--- src/rtl/bus_pkg.sv ---
`default_nettype none
// ============================================================================
// Module      : bus_pkg
// Description : Shared simpleBUS definitions: default widths, slave FSM state
//               encoding and a helper for memory index width.
// Revision    : 1.0  initial release
// ============================================================================
package bus_pkg;

    localparam int DATA_W_DEF = 32;
    localparam int ADDR_W_DEF = 8;

    typedef enum logic [1:0] {
        S_IDLE = 2'd0,
        S_WAIT = 2'd1,
        S_RESP = 2'd2
    } state_t;

    // Number of index bits needed to address a memory of the given depth.
    function automatic int idx_width(input int depth);
        return (depth > 1) ? $clog2(depth) : 1;
    endfunction

endpackage
`default_nettype wire

--- src/rtl/bus_slave_mem_if.sv ---
`default_nettype none
// ============================================================================
// Module      : bus_slave_mem_if
// Description : simpleBUS slave-port bundle. The master side drives the
//               request, the slave side returns data, ack, error and busy.
// Revision    : 1.0  initial release
// ============================================================================
interface bus_slave_mem_if #(
    parameter int DATA_W = bus_pkg::DATA_W_DEF,
    parameter int ADDR_W = bus_pkg::ADDR_W_DEF
) ();

    logic              s_sel;
    logic              s_wr;
    logic [ADDR_W-1:0] s_addr;
    logic [DATA_W-1:0] s_din;
    logic [DATA_W-1:0] s_dout;
    logic              s_ack;
    logic              s_err;
    logic              s_busy;

    modport master (
        output s_sel, s_wr, s_addr, s_din,
        input  s_dout, s_ack, s_err, s_busy
    );

    modport slave (
        input  s_sel, s_wr, s_addr, s_din,
        output s_dout, s_ack, s_err, s_busy
    );

endinterface
`default_nettype wire

--- src/rtl/bus_slave_ctrl.sv ---
`default_nettype none
// ============================================================================
// Module      : bus_slave_ctrl
// Description : Request FSM for the simpleBUS memory slave: latches the
//               request, counts wait states, checks the address range and
//               produces the registered ack/err/busy strobes. It also tells
//               the memory when (and with what) to commit a transaction.
// Revision    : 1.0  initial release
// ============================================================================
module bus_slave_ctrl
    import bus_pkg::*;
#(
    parameter int DATA_W      = DATA_W_DEF,
    parameter int ADDR_W      = ADDR_W_DEF,
    parameter int DEPTH       = 32,
    parameter int WAIT_STATES = 2,
    parameter int IDX_W       = idx_width(DEPTH)
) (
    input  logic              clk,
    input  logic              reset_n,
    input  logic              sel,
    input  logic              wr,
    input  logic [ADDR_W-1:0] addr,
    input  logic [DATA_W-1:0] din,
    output logic              commit,
    output logic              commit_wr,
    output logic              commit_fault,
    output logic [IDX_W-1:0]  commit_idx,
    output logic [DATA_W-1:0] commit_din,
    output logic              ack,
    output logic              err,
    output logic              busy
);

    // One extra bit so DEPTH == 2**ADDR_W still compares correctly.
    localparam logic [ADDR_W:0] LIMIT   = (ADDR_W + 1)'(DEPTH);
    localparam logic [3:0]      WS_LOAD = 4'(WAIT_STATES);
    localparam logic            NO_WAIT = (WAIT_STATES == 0);

    state_t            state;
    logic [3:0]        cnt;
    logic              lat_wr;
    logic              lat_fault;
    logic [IDX_W-1:0]  lat_idx;
    logic [DATA_W-1:0] lat_din;
    logic              req_fault;

    // Full-width range check on the live address; no truncation or wrap.
    assign req_fault = ({1'b0, addr} >= LIMIT);

    // The commit edge is the edge that enters RESP. With no wait states that
    // is the accept edge itself, so the live request is used in IDLE.
    assign commit       = ((state == S_IDLE) && sel && NO_WAIT) ||
                          ((state == S_WAIT) && (cnt == 4'd1));
    assign commit_wr    = (state == S_IDLE) ? wr                   : lat_wr;
    assign commit_fault = (state == S_IDLE) ? req_fault            : lat_fault;
    assign commit_idx   = (state == S_IDLE) ? addr[IDX_W-1:0]      : lat_idx;
    assign commit_din   = (state == S_IDLE) ? din                  : lat_din;

    // Request FSM with registered ack/err/busy; ack follows the RESP cycle.
    always_ff @(posedge clk) begin
        if (!reset_n) begin
            state     <= S_IDLE;
            cnt       <= '0;
            lat_wr    <= 1'b0;
            lat_fault <= 1'b0;
            lat_idx   <= '0;
            lat_din   <= '0;
            ack       <= 1'b0;
            err       <= 1'b0;
            busy      <= 1'b0;
        end else begin
            ack <= (state == S_RESP);
            err <= (state == S_RESP) && lat_fault;
            case (state)
                S_IDLE: begin
                    busy <= sel;
                    if (sel) begin
                        lat_wr    <= wr;
                        lat_fault <= req_fault;
                        lat_idx   <= addr[IDX_W-1:0];
                        lat_din   <= din;
                        cnt       <= WS_LOAD;
                        state     <= NO_WAIT ? S_RESP : S_WAIT;
                    end
                end
                S_WAIT: begin
                    busy <= 1'b1;
                    cnt  <= cnt - 4'd1;
                    if (cnt == 4'd1) begin
                        state <= S_RESP;
                    end
                end
                S_RESP: begin
                    busy  <= 1'b1;
                    state <= S_IDLE;
                end
                default: begin
                    busy  <= 1'b0;
                    state <= S_IDLE;
                end
            endcase
        end
    end

endmodule
`default_nettype wire

--- src/rtl/bus_slave_mem.sv ---
`default_nettype none
// ============================================================================
// Module      : bus_slave_mem
// Description : simpleBUS memory slave: DEPTH x DATA_W register memory behind
//               a request/ack handshake with programmable wait states.
//               Out-of-range addresses answer with an error response.
// Revision    : 1.0  initial release
// ============================================================================
module bus_slave_mem
    import bus_pkg::*;
#(
    parameter int DATA_W      = DATA_W_DEF,
    parameter int ADDR_W      = ADDR_W_DEF,
    parameter int DEPTH       = 32,
    parameter int WAIT_STATES = 2
) (
    input  logic              clk,
    input  logic              reset_n,
    bus_slave_mem_if.slave    bus
);

    localparam int IDX_W = idx_width(DEPTH);

    logic [DATA_W-1:0] mem [DEPTH];
    logic [DATA_W-1:0] dout;
    logic              commit;
    logic              commit_wr;
    logic              commit_fault;
    logic [IDX_W-1:0]  commit_idx;
    logic [DATA_W-1:0] commit_din;
    logic              ack;
    logic              err;
    logic              busy;

    bus_slave_ctrl #(
        .DATA_W      (DATA_W),
        .ADDR_W      (ADDR_W),
        .DEPTH       (DEPTH),
        .WAIT_STATES (WAIT_STATES),
        .IDX_W       (IDX_W)
    ) u_ctrl (
        .clk          (clk),
        .reset_n      (reset_n),
        .sel          (bus.s_sel),
        .wr           (bus.s_wr),
        .addr         (bus.s_addr),
        .din          (bus.s_din),
        .commit       (commit),
        .commit_wr    (commit_wr),
        .commit_fault (commit_fault),
        .commit_idx   (commit_idx),
        .commit_din   (commit_din),
        .ack          (ack),
        .err          (err),
        .busy         (busy)
    );

    // Memory write and read-data capture on the edge entering RESP; dout
    // holds between read responses and faulting reads return zero.
    always_ff @(posedge clk) begin
        if (!reset_n) begin
            for (int i = 0; i < DEPTH; i++) begin
                mem[i] <= '0;
            end
            dout <= '0;
        end else if (commit) begin
            if (commit_wr && !commit_fault) begin
                mem[commit_idx] <= commit_din;
            end
            if (!commit_wr) begin
                dout <= commit_fault ? '0 : mem[commit_idx];
            end
        end
    end

    assign bus.s_dout = dout;
    assign bus.s_ack  = ack;
    assign bus.s_err  = err;
    assign bus.s_busy = busy;

endmodule
`default_nettype wire

--- src/flat_wrapper.sv ---
// flat-port wrapper written by rule: the top's interface ports become plain ports
module bus_slave_mem_flat import bus_pkg::*;
#(
    parameter int DATA_W      = DATA_W_DEF,
    parameter int ADDR_W      = ADDR_W_DEF,
    parameter int DEPTH       = 32,
    parameter int WAIT_STATES = 2
)
  (clk, reset_n, bus_s_sel, bus_s_wr, bus_s_addr, bus_s_din, bus_s_dout, bus_s_ack, bus_s_err, bus_s_busy);
  bus_slave_mem_if #(.DATA_W(DATA_W), .ADDR_W(ADDR_W)) bus_i ();
  input  logic clk;
  input  logic reset_n;
  input wire logic [$bits(bus_i.s_sel)-1:0] bus_s_sel;
  input wire logic [$bits(bus_i.s_wr)-1:0] bus_s_wr;
  input wire logic [$bits(bus_i.s_addr)-1:0] bus_s_addr;
  input wire logic [$bits(bus_i.s_din)-1:0] bus_s_din;
  output wire logic [$bits(bus_i.s_dout)-1:0] bus_s_dout;
  output wire logic [$bits(bus_i.s_ack)-1:0] bus_s_ack;
  output wire logic [$bits(bus_i.s_err)-1:0] bus_s_err;
  output wire logic [$bits(bus_i.s_busy)-1:0] bus_s_busy;
  assign bus_i.s_sel = bus_s_sel;
  assign bus_i.s_wr = bus_s_wr;
  assign bus_i.s_addr = bus_s_addr;
  assign bus_i.s_din = bus_s_din;
  assign bus_s_dout = bus_i.s_dout;
  assign bus_s_ack = bus_i.s_ack;
  assign bus_s_err = bus_i.s_err;
  assign bus_s_busy = bus_i.s_busy;
  bus_slave_mem #(.DATA_W(DATA_W), .ADDR_W(ADDR_W), .DEPTH(DEPTH), .WAIT_STATES(WAIT_STATES)) u_core (.clk(clk), .reset_n(reset_n), .bus(bus_i));
endmodule
--- config.mk ---
export PLATFORM = sky130hd
export DESIGN_NAME = bus_slave_mem_flat
export DESIGN_NICKNAME = d
export VERILOG_FILES = /design/src/rtl/bus_pkg.sv /design/src/rtl/bus_slave_mem_if.sv /design/src/rtl/bus_slave_ctrl.sv /design/src/rtl/bus_slave_mem.sv /design/src/flat_wrapper.sv
export SDC_FILE = /design/constraint.sdc
export NUM_CORES = 2
export LEC_CHECK = 0
export BUFFER_PORTS_ARGS = -buffer_cell sky130_fd_sc_hd__clkbuf_2
export CAP_MARGIN = 25
export CORE_UTILIZATION = 45
export CTS_CLUSTER_DIAMETER = 150
export CTS_CLUSTER_SIZE = 12
export DETAILED_ROUTE_END_ITERATION = 12
export PLACE_DENSITY = 0.65
export SYNTH_ARGS = -nofsm -noshare
export SYNTH_HDL_FRONTEND = slang
export SYNTH_SLANG_ARGS = --single-unit
--- constraint.sdc ---
create_clock -name clk -period 4.9 [get_ports clk]
set_input_delay 0.98 -clock clk [delete_from_list [all_inputs] [get_ports clk]]
set_output_delay 0.98 -clock clk [all_outputs]
set_load 0.02 [all_outputs]
[After elaboration in Yosys (flattened, before gate mapping)]
Memories as Yosys holds them, arrays and structs flattened.
Cells that the tools add are included.
Word-level totals
  bits in registers: 80
  memory bits (writable): 1024
  memories kept: 1
  bits of input ports: 44
  logic and storage cells: 50
Cells by class
  bitwise gates (word level): 1
  multiplexer cells: 19
  reduce and logical (&&, ||, !) cells: 12
  $add $sub $neg: 1
  $lt $le $gt $ge: 1
  equality and inequality tests: 5
Memory list
  u_core.mem: depth 32, bits a word 32, read ports 1, clocked after Yosys merged registers in 0, wr ports 32, RTL line bus_slave_mem.sv:24  | logic [DATA_W-1:0] mem [DEPTH];
Operators with widths (count)
  32-bit 2-to-1 mux: 3
  32-bit OR reduction: 1
  5-bit 2-to-1 mux: 2
  8-bit by 6-bit greater-or-equal comparator with 1-bit output, second input constant: 1
  1-bit 2-to-1 mux: 8
  4-bit case mux with 2 select lines: 1
  2-bit AND reduction: 4
  4-bit by 1-bit equality test with 1-bit output, second input constant: 1
  2-bit 2-to-1 mux: 2
  4-bit 2-to-1 mux: 1
  2-bit case mux with 2 select lines: 1
  4-bit by 1-bit subtractor with 4-bit output, second input constant: 1
  1-bit logical AND: 3
  2-bit by 1-bit equality test with 1-bit output, second input constant: 1
  2-bit equality test, second input constant: 1
  2-bit zero test: 1
  2-bit by 1-bit != test with 1-bit output, second input constant: 1
  2-bit != test, second input constant: 1
  1-bit case mux with 2 select lines: 1
  2-bit nonzero test: 1
  2-bit OR reduction: 1
  1-bit zero test: 1
  1-bit NOT: 1

[Logic depth before layout (Yosys ltp)]
  depth in word-level cells: 10
  depth in mapped cells: 12
  mapped depth without buffers: 8

[Cells and area by module]
From an unflattened synthesis, not the netlist that was laid out.
Unflattened totals
  cell total of the unflattened synthesis: 3679
  area, all modules: 49880.3 um2
By module, submodules not included
  bus_slave_mem: times used 1, seq. area each 31390.1 um2, area an instance 47556.9 um2, cells an instance 3410
  bus_slave_ctrl: times used 1, seq. area each 960.9 um2, area an instance 2323.5 um2, cells an instance 269

[Worst setup path after synthesis]
Ideal clock, no wire load.
  path type: input to register
  start point: input bus_s_addr[4]
  end point: memory u_core.mem[11][0] (netlist name), enable pin
  setup slack: 1.429 ns
  data required time: 4.511 ns
  stages: 7
  arrival: 3.082 ns
  path through: clkbuf_1 -> or4bb_1 -> nand2_1 -> buf_1 -> nand2_1 -> buf_2 -> nand2_1
RTL lines
  start: declaration: RTL line flat_wrapper.sv:15  | input wire logic [$bits(bus_i.s_addr)-1:0] bus_s_addr;
  end: declaration: RTL line bus_slave_mem.sv:24

[Worst setup path in the final report]
  start point: register u_core.u_ctrl.state[0]
  end point: register u_core.dout[20] (netlist: u_core.bus.s_dout[20])
Between the ends
  word-level cells in the longest chain between the ends: 4
  elaborated cells between the ends (all ways): 10
  those cells by class: eq/ne: 1; mux: 4; bitwise: 1; reduce/logical: 3; memory: 1
Ends and longest elaborated chain
  start: declaration: RTL line bus_slave_ctrl.sv:40  | state_t state;
  start signal: assignment: RTL line bus_slave_ctrl.sv:84  | state <= NO_WAIT ? S_RESP : S_WAIT;
  2-bit zero test: RTL line bus_slave_ctrl.sv:55, bus_slave_ctrl.sv:56, bus_slave_ctrl.sv:57
  5-bit 2-to-1 mux or 1-bit 2-to-1 mux (tied branches): RTL line bus_slave_ctrl.sv:57, bus_slave_ctrl.sv:55
  memory read 32 x 32 bit or 1-bit NOT (tied branches)
  32-bit 2-to-1 mux or 2-bit AND reduction (tied branches)
  end signal: assignment: RTL line bus_slave_mem.sv:71  | dout <= commit_fault ? '0 : mem[commit_idx];
  end: declaration: RTL line bus_slave_mem.sv:25  | logic [DATA_W-1:0] dout;
Several ways; a longest one is shown, not always the timed one.
A chain may end at the register's enable or synchronous reset.

==> summary.txt <==
status: finished, final reports clean
Detailed Routing Iterations Pass 1: 8
fillcell total: 8698
Worst-Margin Slew: 1150 ps
worst path required time: 5500 ps
insertion delay to the later sink of the worst-skew pair: 700 ps
routed vias: 32300
Final Max Slew Viols: 0
clock buffer count from CTS: 101
dpl cells: 5029
leakage power total: 18.2 nW
Metal-1 WL: 55600 um
Slew HR: 0.232
die area: 105000 sq um
CP arrival: 4690 ps
Synth area leaders: edfxtp_1, nor2_1, mux4_2
total power: 21.6 mW
design area: 52400 sq um
setup bufs post-CTS: 0
port bufs: 78
Synth Cell Area: 46800 sq um
Wirelength per Cell: 28.9 um
die height: 325 um
slowest library cell on the worst path: ha_4
DR WL met2: 70700 um
Mapped Cells: 3779
Post-synth ARST share: 0
RSZ-0062 raised after global routing: no
Avg Cell Area, Syn: 12.4 sq um
I/O pin count: 79
Rows: 117
CTS clk-pin slew, worst paths: 60 ps
power density cells: 413 nW/um^2
post-synth top area cell: edfxtp_1
global-route wire length before repair: 216000 um
Startpoint Class: register
Core ar.: 102000 sq um
DR vias/cell: 6.19
crit share post-route: 0.835
post-layout util: 0.511
CTS tree: yes
initial antenna violation count: 3
Antenna Nets Post-Route: 0
P&R area growth vs syn: 11.8%
Residual DRC: 0
Post-CTS Hold Buffers: 0
most frequent cell after synthesis: nor2_1
setup TNS: 0 ps
maximum VDD drop: 0.307 mV
Highest Signal Layer: met5
worst min-delay path category: register to register
Nets: 3815
met3 WL: 16800 um
post_cts resized: 0
Post-synth EDFFs: 1024
sequential fraction of the synthesis area: 0.691
fin cells: 5221
Seq cells post-synth: 1104
top cells by count, synth: nor2_1, edfxtp_1, nand2_1
H-tree levels: 3
starting density of the core: 0.457
detailed placement HPWL: 92300 um
Hold Vio Cnt, Final: 0
Yosys top cell area share: 0.657
Crit. End Element: register
First DRT Iteration DRCs: 4788
post-synth cell types: 66
GP Congestion: 0.880
Clock Tree Root: clkbuf_16
largest net degree at the start of global routing: 88
biggest cell delay along the critical path: 730 ps
Longest Clk Path Bufs: 3
Die Wd: 325 um
share of layout cells above drive strength 1: 0.131
Layout Skew: 30.2 ps
min cycle time layout: 4090 ps
Final Setup Violations: 0
max_cap viols: 0
Synth Flop Type: edfxtp_1
Ys Warns: 0
syn_nets: 3830
CP max FO: 42
Area after DPL: 49400 sq um
Setup CP Type: register to register
crit-path cells: inv_1 > ha_4 > mux2i_1 > nand3_1 > or2_1 > buf_4 > a221oi_1 > nand4_1 > o31ai_1
vias in the first global route: 30800
Max Clk Rate: 0.244 GHz
GR Util All Layers: 0.282
Post-Route WL: 151000 um
global route overflow: 0
CTS Sinks: 1104
-- per-stage QoR --
stage               hold WS, ps  setup WS (ps)
finish                      471            808
global route                495            680
CTS                         466            884
detailed placement          456            889
global placement            441            914
floorplan                   436           1430
-- cell families (layout without fill, tap and decap cells) --
family	after synthesis	in the layout	synth area share
buffers and inverters	356	429	0.0363
other	0	1	0
AND/OR/NAND/NOR	1653	1653	0.141
flip-flops	1104	1104	0.691
AO/OA/AOI/OAI	467	467	0.0642
multiplexers	192	192	0.0658
adder cells (fa/ha/maj)	7	7	0.00187
-- placed cells by master (no fill, tap or decap), types with 6 or more instances in the layout --
cell type,synthesis,layout
inv_1,7,7
nand2_2,1,27
clkbuf_16,0,103
buf_4,24,121
o22a_1,14,14
a22oi_1,6,6
nor3_1,9,9
o22ai_1,154,154
nand4_1,22,22
mux2i_1,97,65
clkbuf_2,1,78
a31oi_1,23,20
a221oi_1,17,17
nand3_1,43,43
and2_1,7,6
mux4_2,83,83
nor2_1,1052,1051
mux4_1,6,6
nand2_1,449,422
o21ai_0,93,93
o31ai_1,16,14
dfxtp_1,80,80
a32o_1,11,11
a32oi_1,15,15
ha_1,7,6
buf_12,0,28
clkbuf_1,171,84
o211ai_1,11,11
mux2i_4,1,34
and3_1,36,36
edfxtp_1,1024,1024
a21oi_1,64,63
o2111ai_1,21,21
-- where the power goes --
group	leakage, nW	internal [mW]	switching, mW
clock network	1.39	3.95	3.45
registers	11.2	10.6	0.130
logic	5.56	1.05	2.47
total	18.2	15.6	6.05
-- state kept, by name, indices dropped and copies added (netlist names) --
signal and cells:
u_core.mem 1024, u_core.bus.s_dout 32, u_core.u_ctrl.lat_din 32, u_core.u_ctrl.lat_idx 5
u_core.u_ctrl.cnt 4, u_core.u_ctrl.state 2, u_core.u_ctrl.ack 1, u_core.u_ctrl.busy 1
u_core.u_ctrl.err 1, u_core.u_ctrl.lat_fault 1, u_core.u_ctrl.lat_wr 1
-- metal layers --
layer,vias to the layer above,global-route usage
met5,-,0
met4,2,0.136
met3,348,0.0511
met2,2216,0.443
met1,16200,0.380
li1,13600,-
-- worst max-delay path, delay by kind of cell, from the launching register on --
kind | cells | cell delay [ps]
flip-flops | 1 | 350
adder cells (fa/ha/maj) | 1 | 730
buffers and inverters | 2 | 510
AO/OA/AOI/OAI | 2 | 800
AND/OR/NAND/NOR | 3 | 1120
multiplexers | 1 | 460
-- area by class of cell --
cell class                 count  area (sq um)  share of cell area
sequential                  1104         32400               0.618
multi-input combinational   2319         13400               0.256
clock buffer                 187          2890              0.0552
timing repair buffer         230          1940              0.0371
tap                         1368          1710              0.0327
clock inverter                 4          50.0            0.000956
inverter                       8          30.0            0.000573
antenna                        1          2.50           0.0000478
-- final timing paths --
| kind | cells past startpoint | slack (ps) | endpoint | start |
|---|---|---|---|---|
| max | 9 | 810 | u_core.bus.s_dout[20]$_SDFFE_PN0P_ | u_core.u_ctrl.state[0]$_SDFFE_PN0P_ |
| min | 2 | 470 | u_core.u_ctrl.lat_wr$_SDFFE_PN0P_ | u_core.u_ctrl.lat_wr$_SDFFE_PN0P_ |
| max reg2reg | 9 | 810 | u_core.bus.s_dout[20]$_SDFFE_PN0P_ | u_core.u_ctrl.state[0]$_SDFFE_PN0P_ |
| min reg2reg | 2 | 470 | u_core.u_ctrl.lat_wr$_SDFFE_PN0P_ | u_core.u_ctrl.lat_wr$_SDFFE_PN0P_ |
(Power assumes the default switching activity.)
